File: config.mk
export PLATFORM = sky130hd
export DESIGN_NAME = util_iic_sel_ctrl
export DESIGN_NICKNAME = d
export VERILOG_FILES = /design/src/rtl/util_iic_sel_ctrl.sv
export SDC_FILE = /design/constraint.sdc
export NUM_CORES = 1
export LEC_CHECK = 0
export BUFFER_PORTS_ARGS = -buffer_cell sky130_fd_sc_hd__buf_4
export CORE_MARGIN = 3
export CORE_UTILIZATION = 40
export DETAILED_ROUTE_END_ITERATION = 7
export GPL_TIMING_DRIVEN = 0
export HOLD_SLACK_MARGIN = 0.1
export PLACE_DENSITY = 0.59
export SKIP_CTS_REPAIR_TIMING = 1
export SLEW_MARGIN = 0
export SYNTH_ARGS = -nofsm -noshare
export SYNTH_HDL_FRONTEND = slang
export SYNTH_SLANG_ARGS = --single-unit
File: constraint.sdc
create_clock -name clk -period 3.05 [get_ports clk]
set_input_delay 0.4575 -clock clk [delete_from_list [all_inputs] [get_ports clk]]
set_output_delay 0.4575 -clock clk [all_outputs]
set_load 0.01 [all_outputs]
File: src/rtl/util_iic_sel_ctrl.sv
// util_iic_sel_ctrl: bus-aware chip-select controller for an IIC fan-out buffer.
// Switches selects only while the bus is idle, break-before-make, with an SCL-stuck watchdog.
module util_iic_sel_ctrl #(
  parameter int SLAVE_NUM      = 4,
  parameter int IDLE_CYCLES    = 16,
  parameter int GAP_CYCLES     = 4,
  parameter int TIMEOUT_CYCLES = 65535
) (
  input  logic                 clk,
  input  logic                 rst,
  input  logic                 scl_in,
  input  logic                 sda_in,
  input  logic                 sel_valid,
  output logic                 sel_ready,
  input  logic [SLAVE_NUM-1:0] sel_mask,
  output logic [SLAVE_NUM-1:0] cs_n,
  output logic [SLAVE_NUM-1:0] cur_mask,
  output logic                 bus_busy,
  output logic                 start_err,
  output logic                 timeout_err
);
  localparam int CMAX = (IDLE_CYCLES > GAP_CYCLES) ? IDLE_CYCLES : GAP_CYCLES;
  localparam int CW = $clog2(CMAX + 1);
  localparam int WW = (TIMEOUT_CYCLES > 0) ? $clog2(TIMEOUT_CYCLES + 1) : 1;
  localparam logic [CW-1:0] CMAX_L = CW'(CMAX);
  localparam logic [CW-1:0] IDLE_L = CW'(IDLE_CYCLES);
  localparam logic [CW-1:0] GAP_L = CW'(GAP_CYCLES);
  localparam logic [WW-1:0] TO_L = WW'(TIMEOUT_CYCLES);
  localparam bit WD_EN = TIMEOUT_CYCLES != 0;

  typedef enum logic [1:0] {IDLE, BUSY, FREE_WAIT, SWITCH} state_t;

  state_t r_state, w_state, r_ret, w_ret;
  logic r_scl_m, r_scl, r_sda_m, r_sda, r_sda_prev;
  logic [CW-1:0] r_cnt, w_cnt, w_cnt_inc;
  logic [WW-1:0] r_wd, w_wd, w_wd_inc;
  logic [SLAVE_NUM-1:0] r_mask, w_mask, r_cs_n, w_cs_n, r_cur, w_cur;
  logic r_busy, w_busy, r_start_err, w_start_err, r_timeout_err, w_timeout_err;
  logic w_start, w_stop, w_fire;

  assign w_start = r_scl & r_sda_prev & ~r_sda;
  assign w_stop = r_scl & ~r_sda_prev & r_sda;
  assign w_cnt_inc = (r_cnt == CMAX_L) ? r_cnt : r_cnt + CW'(1);
  assign w_wd_inc = (r_wd == TO_L) ? r_wd : r_wd + WW'(1);
  assign w_fire = WD_EN && (r_state == BUSY) && !r_scl && (w_wd_inc == TO_L);

  // r_ret remembers where a running switch lands once the gap has elapsed
  always_comb begin
    w_state = r_state;
    w_ret = r_ret;
    w_cnt = w_cnt_inc;
    w_wd = '0;
    w_mask = r_mask;
    w_cs_n = r_cs_n;
    w_cur = r_cur;
    w_busy = r_busy;
    w_start_err = 1'b0;
    w_timeout_err = 1'b0;
    case (r_state)
      IDLE: begin
        w_cnt = '0;
        if (sel_valid && sel_mask != r_cur) begin
          w_state = SWITCH;
          w_mask = sel_mask;
          w_cs_n = '1;
          w_ret = w_start ? BUSY : IDLE;
          w_busy = w_start;
        end else if (w_start) begin
          w_state = BUSY;
          w_busy = 1'b1;
        end
      end
      SWITCH: begin
        if (w_start) begin
          w_start_err = 1'b1;
          w_busy = 1'b1;
          w_ret = BUSY;
        end else if (w_stop && r_busy) begin
          w_busy = 1'b0;
          w_ret = FREE_WAIT;
        end
        if (w_cnt_inc >= GAP_L) begin
          w_state = w_ret;
          w_cs_n = ~r_mask;
          w_cur = r_mask;
          w_cnt = '0;
        end
      end
      BUSY: begin
        w_cnt = '0;
        w_wd = r_scl ? '0 : w_wd_inc;
        if (w_fire) begin
          w_timeout_err = 1'b1;
          w_cs_n = '1;
          w_cur = '0;
          w_busy = 1'b0;
          w_wd = '0;
          w_state = FREE_WAIT;
        end else if (w_stop) begin
          w_busy = 1'b0;
          w_state = FREE_WAIT;
        end
      end
      default: begin
        if (w_start) begin
          w_state = BUSY;
          w_busy = 1'b1;
          w_cnt = '0;
        end else if (w_cnt_inc >= IDLE_L) begin
          w_state = IDLE;
        end
      end
    endcase
  end

  always_ff @(posedge clk) begin
    if (rst) begin
      r_scl_m <= 1'b1;
      r_scl <= 1'b1;
      r_sda_m <= 1'b1;
      r_sda <= 1'b1;
      r_sda_prev <= 1'b1;
      r_state <= FREE_WAIT;
      r_ret <= IDLE;
      r_cnt <= '0;
      r_wd <= '0;
      r_mask <= '0;
      r_cs_n <= '1;
      r_cur <= '0;
      r_busy <= 1'b0;
      r_start_err <= 1'b0;
      r_timeout_err <= 1'b0;
    end else begin
      r_scl_m <= scl_in;
      r_scl <= r_scl_m;
      r_sda_m <= sda_in;
      r_sda <= r_sda_m;
      r_sda_prev <= r_sda;
      r_state <= w_state;
      r_ret <= w_ret;
      r_cnt <= w_cnt;
      r_wd <= w_wd;
      r_mask <= w_mask;
      r_cs_n <= w_cs_n;
      r_cur <= w_cur;
      r_busy <= w_busy;
      r_start_err <= w_start_err;
      r_timeout_err <= w_timeout_err;
    end
  end

  assign sel_ready = r_state == IDLE;
  assign cs_n = r_cs_n;
  assign cur_mask = r_cur;
  assign bus_busy = r_busy;
  assign start_err = r_start_err;
  assign timeout_err = r_timeout_err;
endmodule
==> report_table.html <==
<table>
<tr><th>Metric</th><th>Value</th></tr>
<tr><th colspan="2">Synth</th></tr>
<tr><td>Synthesized netlist net count</td><td>283</td></tr>
<tr><td>Number of flops mapped to enable cells by yosys</td><td>0</td></tr>
<tr><td>Synth top area cells</td><td>sky130_fd_sc_hd__dfxtp_1 39%, sky130_fd_sc_hd__mux2i_1 5.2%, sky130_fd_sc_hd__nor2_1 4.9%</td></tr>
<tr><td>Async set-or-reset flop fraction in the synthesized netlist</td><td>0%</td></tr>
<tr><td>Synth top area share</td><td>just under 40%</td></tr>
<tr><td>Post-Synthesis Cell Area</td><td>around 2300 um^2</td></tr>
<tr><td>Cell variety after synth</td><td>between 50 and 60</td></tr>
<tr><td>Seq cells post-synth</td><td>45</td></tr>
<tr><td>Biggest area consumer among synthesized cells</td><td>sky130_fd_sc_hd__dfxtp_1</td></tr>
<tr><td>YS warnings</td><td>0</td></tr>
<tr><td>Average instance area after synthesis</td><td>around 8.5 um^2</td></tr>
<tr><td>Post-synthesis cell count</td><td>~270</td></tr>
<tr><td>Most used flip-flop cell after synthesis</td><td>sky130_fd_sc_hd__dfxtp_1</td></tr>
<tr><td>Post-synthesis sequential area ratio</td><td>between 30% and 40%</td></tr>
<tr><th colspan="2">Clock tree</th></tr>
<tr><td>Cell chosen for the clock root</td><td>sky130_fd_sc_hd__clkbuf_8</td></tr>
<tr><td>Sink Count</td><td>45</td></tr>
<tr><td>Reg clk slew, reported paths</td><td>around 0.08 ns</td></tr>
<tr><td>Clock tree buffer depth</td><td>2</td></tr>
<tr><td>H-tree depth</td><td>2</td></tr>
<tr><td>Clock tree from TritonCTS</td><td>built</td></tr>
<tr><td>Clk_lat worst skew</td><td>roughly 0.31 ns</td></tr>
<tr><td>CTS Buf Count</td><td>5</td></tr>
<tr><th colspan="2">Cells and area</th></tr>
<tr><td>Most frequent standard cell in the layout excluding fill and tap cells</td><td>sky130_fd_sc_hd__dfxtp_1</td></tr>
<tr><td>Final std cell area, no fill</td><td>2664 um^2</td></tr>
<tr><td>Sequential cell area in the final layout</td><td>~900 um^2</td></tr>
<tr><td>Filler cells</td><td>between 500 and 600</td></tr>
<tr><td>Multi-input combinational cell area</td><td>between 1000 and 1500 um^2</td></tr>
<tr><td>Layout Area Growth over Synthesis</td><td>15.02%</td></tr>
<tr><td>Diode insertion count for antenna repair</td><td>0</td></tr>
<tr><td>Fin nets</td><td>between 300 and 400</td></tr>
<tr><td>Final standard cell utilization of the core</td><td>between 40% and 50%</td></tr>
<tr><td>Highest-count cells in the layout ignoring fill and taps</td><td>45 x sky130_fd_sc_hd__dfxtp_1, 30 x sky130_fd_sc_hd__nor2_1, 21 x sky130_fd_sc_hd__buf_4, 20 x sky130_fd_sc_hd__nand2_1, 15 x sky130_fd_sc_hd__nand3_1</td></tr>
<tr><td>Ratio of cells with drive above 1 in the final layout</td><td>around 15%</td></tr>
<tr><th colspan="2">Power and ir drop</th></tr>
<tr><td>Max rail drop VDD</td><td>between 200 and 250 uV</td></tr>
<tr><td>Pwr dens</td><td>between 400 and 500 nW/um^2</td></tr>
<tr><td>Leakage component of the power</td><td>slightly above 0.001 uW</td></tr>
<tr><th colspan="2">Placed design</th></tr>
<tr><td>Count of port buffers added during placement</td><td>19</td></tr>
<tr><td>Routability Congestion</td><td>~0.85</td></tr>
<tr><td>Standard cell area after detailed placement</td><td>2549 um^2</td></tr>
<tr><td>Dpl hpwl</td><td>~3900 um</td></tr>
<tr><th colspan="2">Drt</th></tr>
<tr><td>Via count normalized by instance count</td><td>~5.5</td></tr>
<tr><td>Routed vias</td><td>2,048</td></tr>
<tr><td>TritonRoute pass-1 iters</td><td>4</td></tr>
<tr><td>Post-DR wirelength/cell</td><td>about 14 um</td></tr>
<tr><td>Drt first-iter violations</td><td>137</td></tr>
<tr><td>DRT Wirelength</td><td>about 5300 um</td></tr>
<tr><td>Number of DRC violations after detailed routing</td><td>0</td></tr>
<tr><td>Post-route ant nets</td><td>0</td></tr>
<tr><th colspan="2">Hold path</th></tr>
<tr><td>Hold-critical path endpoint</td><td>r_sda_m</td></tr>
<tr><td>Path class of the lowest-slack min-delay path</td><td>primary input to flop</td></tr>
<tr><td>Launch point of the worst hold path</td><td>sda_in</td></tr>
<tr><td>Cell depth of the worst hold path</td><td>2</td></tr>
<tr><th colspan="2">Run</th></tr>
<tr><td>Max Cap Violations</td><td>0</td></tr>
<tr><th colspan="2">Floorplanning</th></tr>
<tr><td>Count of standard-cell rows</td><td>27</td></tr>
<tr><td>Core area</td><td>about 5500 um^2</td></tr>
<tr><td>Io pins</td><td>21</td></tr>
<tr><td>Die Outline Area</td><td>6739 um^2</td></tr>
<tr><td>Die outline width</td><td>82.09 um</td></tr>
<tr><td>Starting density of the core</td><td>41.80%</td></tr>
<tr><td>Die Y</td><td>82.09 um</td></tr>
<tr><th colspan="2">Worst setup path</th></tr>
<tr><td>CP Capture Type</td><td>flop</td></tr>
<tr><td>Launching element type of the critical path</td><td>flop</td></tr>
<tr><td>Data arrival, critical path</td><td>2.88 ns</td></tr>
<tr><td>Required time at the endpoint of the critical path</td><td>about 3.2 ns</td></tr>
<tr><td>Internal reg-to-reg setup slack</td><td>between 0.3 and 0.4 ns</td></tr>
<tr><td>R2r endpoint</td><td>r_wd[3]</td></tr>
<tr><td>Setup CP Type</td><td>flop to flop</td></tr>
<tr><td>Largest fanout of any net on the critical path</td><td>10</td></tr>
<tr><td>Worst reg2reg path startpoint</td><td>r_wd[0]</td></tr>
<tr><td>Worst Reg-to-Reg Cells</td><td>10</td></tr>
<tr><th colspan="2">STA</th></tr>
<tr><td>Slew margin rel.</td><td>48.44%</td></tr>
<tr><td>Post-route fraction of the period consumed by the critical path</td><td>between 80% and 90%</td></tr>
<tr><td>Setup violations, final</td><td>0</td></tr>
<tr><td>Setup repair after global routing missed its margin</td><td>false</td></tr>
<tr><td>Post-layout minimum cycle time</td><td>~2.7 ns</td></tr>
<tr><td>Max-slew violation count</td><td>0</td></tr>
<tr><td>Worst clock skew on the final layout</td><td>0.006802 ns</td></tr>
<tr><td>Fin Setup TNS</td><td>0 ns</td></tr>
<tr><td>Count of final hold-check violations</td><td>0</td></tr>
<tr><td>Transition time at the pin with the least slew margin</td><td>~0.76 ns</td></tr>
<tr><td>Max Clock Freq</td><td>approximately 370 MHz</td></tr>
<tr><th colspan="2">Run status</th></tr>
<tr><td>Status</td><td>finished clean</td></tr>
<tr><th colspan="2">Global routing</th></tr>
<tr><td>Number of antenna violations at the first check in global routing</td><td>0</td></tr>
<tr><td>Maximum number of pins on one net before global-route repair</td><td>16</td></tr>
<tr><td>Vias in the first global route</td><td>between 1,500 and 2,000</td></tr>
<tr><td>All-Layer GR Usage</td><td>17.53%</td></tr>
<tr><td>Global route total overflow</td><td>0</td></tr>
<tr><td>Wire length of the first global-routing pass</td><td>between 9000 and 10,000 um</td></tr>
</table>
## worst max-delay path, stage by stage (launching register included)
cell and delay, ns:
sky130_fd_sc_hd__dfxtp_1 0.47, sky130_fd_sc_hd__ha_1 0.29, sky130_fd_sc_hd__and3_1 0.17, sky130_fd_sc_hd__buf_2 0.16
sky130_fd_sc_hd__and4_1 0.19, sky130_fd_sc_hd__buf_4 0.17, sky130_fd_sc_hd__nand2_4 0.11, sky130_fd_sc_hd__a22o_2 0.32
sky130_fd_sc_hd__o311ai_4 0.43, sky130_fd_sc_hd__buf_6 0.21, sky130_fd_sc_hd__a211oi_1 0.05
## cells by family after synthesis
kind of cell    synth area share [%]
fa+ha+maj                      1.621
xor+xnor                       3.782
buf+inv                        3.836
compound gates                 15.61
simple gates                   30.58
flops                          38.90
mux                            5.673
## cell usage after synthesis (all sizes together), types with 4 or more instances
cell type,count
a31oi,6
nand2,21
o31ai,5
and2,4
mux2i,12
nor2,30
nor2b,4
o21ai,11
clkbuf,5
dfxtp,45
buf,5
and3,8
inv,9
nand3,15
or2,5
nor3,12
o211ai,4
xor2,7
nand3b,4
a21oi,11
nand4,6
## through the flow
| stage | setup slack [ns] | std cells | power [uW] | hold slack (ns) |
|---|---|---|---|---|
| global route | 0.1102 | 370 | 1238 | 0.3188 |
| global placement | 0.3619 | 362 | 736.4 | 0.3934 |
| detailed placement | 0.3744 | 362 | 737.8 | 0.3976 |
| CTS | 0.3542 | 370 | 1196 | 0.3238 |
| finish | 0.3517 | 370 | 1180 | 0.3291 |
| floorplan | 0.7243 | 271 | 700.2 | 0.3895 |
## worst max path at each step
stage / from / end / depth (start not counted)
global route: r_wd[0] / r_wd[4] / 10
global placement: r_wd[0] / r_wd[3] / 10
finish: r_wd[0] / r_wd[3] / 10
CTS: r_wd[0] / r_wd[3] / 10
floorplan: r_wd[0] / r_wd[3] / 10
detailed placement: r_wd[0] / r_wd[3] / 9
## sequential cells by signal, indices dropped and copies added (netlist names)
signal	flops
cs_n	4
r_scl	1
start_err	1
r_wd	16
r_scl_m	1
r_sda_prev	1
r_ret	2
cur_mask	4
r_mask	4
r_sda	1
r_cnt	5
bus_busy	1
timeout_err	1
r_state	2
r_sda_m	1
## where the power goes
group	total [uW]	internal (uW)	leakage (uW)	switching, uW
logic	104	46.4	0.000601	57.8
registers	620	605	0.000365	14.9
clock network	456	245	0.0000543	211
total	1180	896	0.00102	284
## routing by layer
metal,track usage (%),vias to the layer above,wire (um)
met5,0,-,0
met4,4.485,0,42
met3,4.555,4,259
met2,25.28,37,2330
met1,25.77,966,2668
li1,-,1041,-
## area by class of cell
type	count	share of cell area [%]
clock inverters	3	1.738
repair buffers	19	5.355
flip-flops and latches	45	33.82
inverters	9	1.268
clock buffers	5	2.583
well taps	72	3.382
multi-input cells	207	49.79
plain buffers	10	2.067
Note: power is estimated with default switching activity, not from simulation.
